**src/rtl/program_counter.sv**
```systemverilog
// Program counter register for the single-cycle CPU: loads the next-PC value every clock,
// with a synchronous active-low reset to the reset vector.
module program_counter #(
    parameter int unsigned       WIDTH        = 32,
    parameter logic [WIDTH-1:0]  RESET_VECTOR = '0
) (
    input  logic             clk,
    input  logic             startin,
    input  logic [WIDTH-1:0] in,
    output logic [WIDTH-1:0] out,
    output logic [WIDTH-1:0] out_plus4,
    output logic             misaligned,
    output logic             valid
);

    logic [WIDTH-1:0] pc_q;
    logic             valid_q;

    // No enable or stall: every edge out of reset loads the next-PC value.
    always_ff @(posedge clk) begin
        if (!startin) begin
            pc_q    <= RESET_VECTOR;
            valid_q <= 1'b0;
        end else begin
            pc_q    <= in;
            valid_q <= 1'b1;
        end
    end

    always_comb begin
        out        = pc_q;
        valid      = valid_q;
        out_plus4  = pc_q + WIDTH'(4);
        misaligned = (pc_q[1:0] != 2'b00);
    end

endmodule

```
**config.mk**
```make
export PLATFORM = sky130hd
export DESIGN_NAME = program_counter
export DESIGN_NICKNAME = d
export VERILOG_FILES = /design/src/rtl/program_counter.sv
export SDC_FILE = /design/constraint.sdc
export NUM_CORES = 1
export LEC_CHECK = 0
export BUFFER_PORTS_ARGS = -buffer_cell sky130_fd_sc_hd__buf_4
export CORE_UTILIZATION = 30
export DETAILED_ROUTE_END_ITERATION = 12
export PLACE_DENSITY = 0.65
export SYNTH_ARGS = -nofsm -noshare
export SYNTH_HDL_FRONTEND = slang
export SYNTH_SLANG_ARGS = --single-unit
```
**constraint.sdc**
```tcl
create_clock -name clk -period 3.45 [get_ports clk]
set_clock_uncertainty 0.05 [all_clocks]
set_input_delay 0.8625 -clock clk [delete_from_list [all_inputs] [get_ports clk]]
set_output_delay 0.8625 -clock clk [all_outputs]
set_load 0.02 [all_outputs]
```
==> results.toml <==
[outcome]
outcome = "completed"

[power]
leakage_nw = 1.09
peakVddDrop_mv = 0.216
p_per_area_nw_per_um2 = 376

[synth]
yosysTopAreaCell = "dfxtp_1"
ys_ff_latch = 33
seq_area_frac_synth_pct = 45.3
post-synth-top-area-fraction_pct = 45.3
synth_cell_types = 20
synthesis.nets = 187
synthesis.area_um2 = 1460
postSynthAreaPerCell_um2 = 9.60
synthCells = 152
ys_warn_count = 0
ys_top_cells_by_area = "dfxtp_1 45%, and2_1 14%, xnor2_1 13%, xor2_1 4.2%, nand4_1 3.9%"

[setup_path]
critPathArrivalTime_ps = 2090
path_max_fanout = 8
critPathKind = "flip-flop to output pin"
worst_setup_path_start_kind = "flip-flop"
end_kind = "output pin"
crit_required_ps = 2540

[route]
num_vias = 1360
routed_via_density = 4.42
drtAntennaViolNets = 0
routedWlPerCell_um = 11.4
wl_um = 3520
drcViolationCount = 0
drtIter0Drc = 46
dr.pass1.iters = 4

[clock_network]
cts_setup_buffers = 0
cts_resized = 0
cts_sinks = 33
ctsHtreeMaxLevel = 2
clockRootBuffer = "clkbuf_8"
clk_pin_slew_ps = 60
numCtsBuffers = 5
cts_tree = "done"
hold_buffers = 0
max-clock-path-buffers = 2

[final_layout]
drive_gt1_share_pct = 44.1
layout_common_cells = "99 x buf_4, 33 x and2_1, 33 x dfxtp_1"
n_antenna_cell = 0
num-fill-cells = 481
nets = 288
syn_to_final_growth_pct = 59.3
layout_commonest_cell = "buf_4"

[sta]
tightest_slew_ps = 529
finalCritPeriodShare_pct = 87.1
whs_ps = 738
setup_viol = 0
setup_tns_ps = 0
layout_setup_ws_ps = 446
slew_violations = 0
rsz0062_at_grt = "no"
min_period_ps = 3000
fmax_mhz = 333
hold_viol = 0
slew-limit-headroom_pct = 64.4

[placed_design]
io_buffers = 99
dp_hpwl_um = 2770
post-place-ws_ps = 722
gp_congestion = 0.710

[grt]
grt_start_max_net_pins = 34
grt_pass1_wl_um = 5640
grt_antenna_before_repair = 0
gr-total-overflow = 0
grt_pass1_vias = 1300
grt_use_total_pct = 14.2

[floorplan]
num_rows = 25
dieArea_um2 = 5150
io_pins = 100
core_um2 = 4690
initial_core_util_pct = 31.1
die_y_um = 71.7
die_w_um = 71.7

[min_path]
hold_path.class = "input port to flip-flop"

[run]
maxCapViolCount = 0
[final timing paths]
kind              cells past startpoint  startpoint  slack, ps       endpoint
setup / recovery                      6      out[2]        450  out_plus4[24]
hold / removal                        2      in[22]        740        out[22]
[critical path, stage by stage, from the launching register on]
cell,delay [ps]
dfxtp_1,400
ha_1,210
nand3_1,230
nor4_4,460
nand4_1,190
xnor2_1,160
buf_4,160
[stage by stage]
step	power [mW]	std cells	util (%)	area, µm²
finish	0.873	308	49.5	2320
global route	0.923	308	49.5	2320
CTS	0.889	308	49.5	2320
detailed placement	0.618	300	47.8	2240
global placement	0.616	300	47.8	2240
floorplan	0.520	152	-	1460
[layout make-up]
type                    instances  area, µm²  area share, %
multi-input cells             112        764           32.9
repair buffers                 99        743           32.0
flip-flops and latches         33        661           28.4
clock buffers                   8       80.1           3.45
well taps                      54       67.6           2.91
inverters                       2       7.51          0.323
[cell usage after synthesis, drive strengths merged]
cell     n
and2    33
and3     2
and4     2
buf      2
clkbuf   3
dfxtp   33
ha       1
inv      2
nand2   10
nand3   11
nand4   10
nor2     7
nor3     3
nor4     2
or2      3
xnor2   21
xor2     7
[metal layers]
metal | part of all wire [%] | track usage (%) | wire [µm]
met1 | 40 | 15.5 | 1410
met2 | 50 | 23.9 | 1760
met3 | 9.5 | 6.89 | 336
met4 | 0.60 | 5.23 | 21
met5 | 0 | 0 | 0
[sequential cells by signal, summed over array words and instances, names as in the netlist]
register / cells
out: 32
valid: 1
[power breakdown]
part           switching, mW  internal (mW)  total [mW]
combinational         0.0861         0.0941       0.180
sequential            0.0251          0.402       0.427
clock                  0.122          0.143       0.265
total                  0.233          0.639       0.873
[cell families after synthesis]
group / Yosys count / share of synthesized area [%]
buffers and inverters: 7 / 2.32
adder cells (fa/ha/maj): 1 / 0.857
XOR/XNOR: 28 / 16.8
AND/OR/NAND/NOR: 83 / 34.7
flip-flops: 33 / 45.3
(Power assumes the default switching activity.)
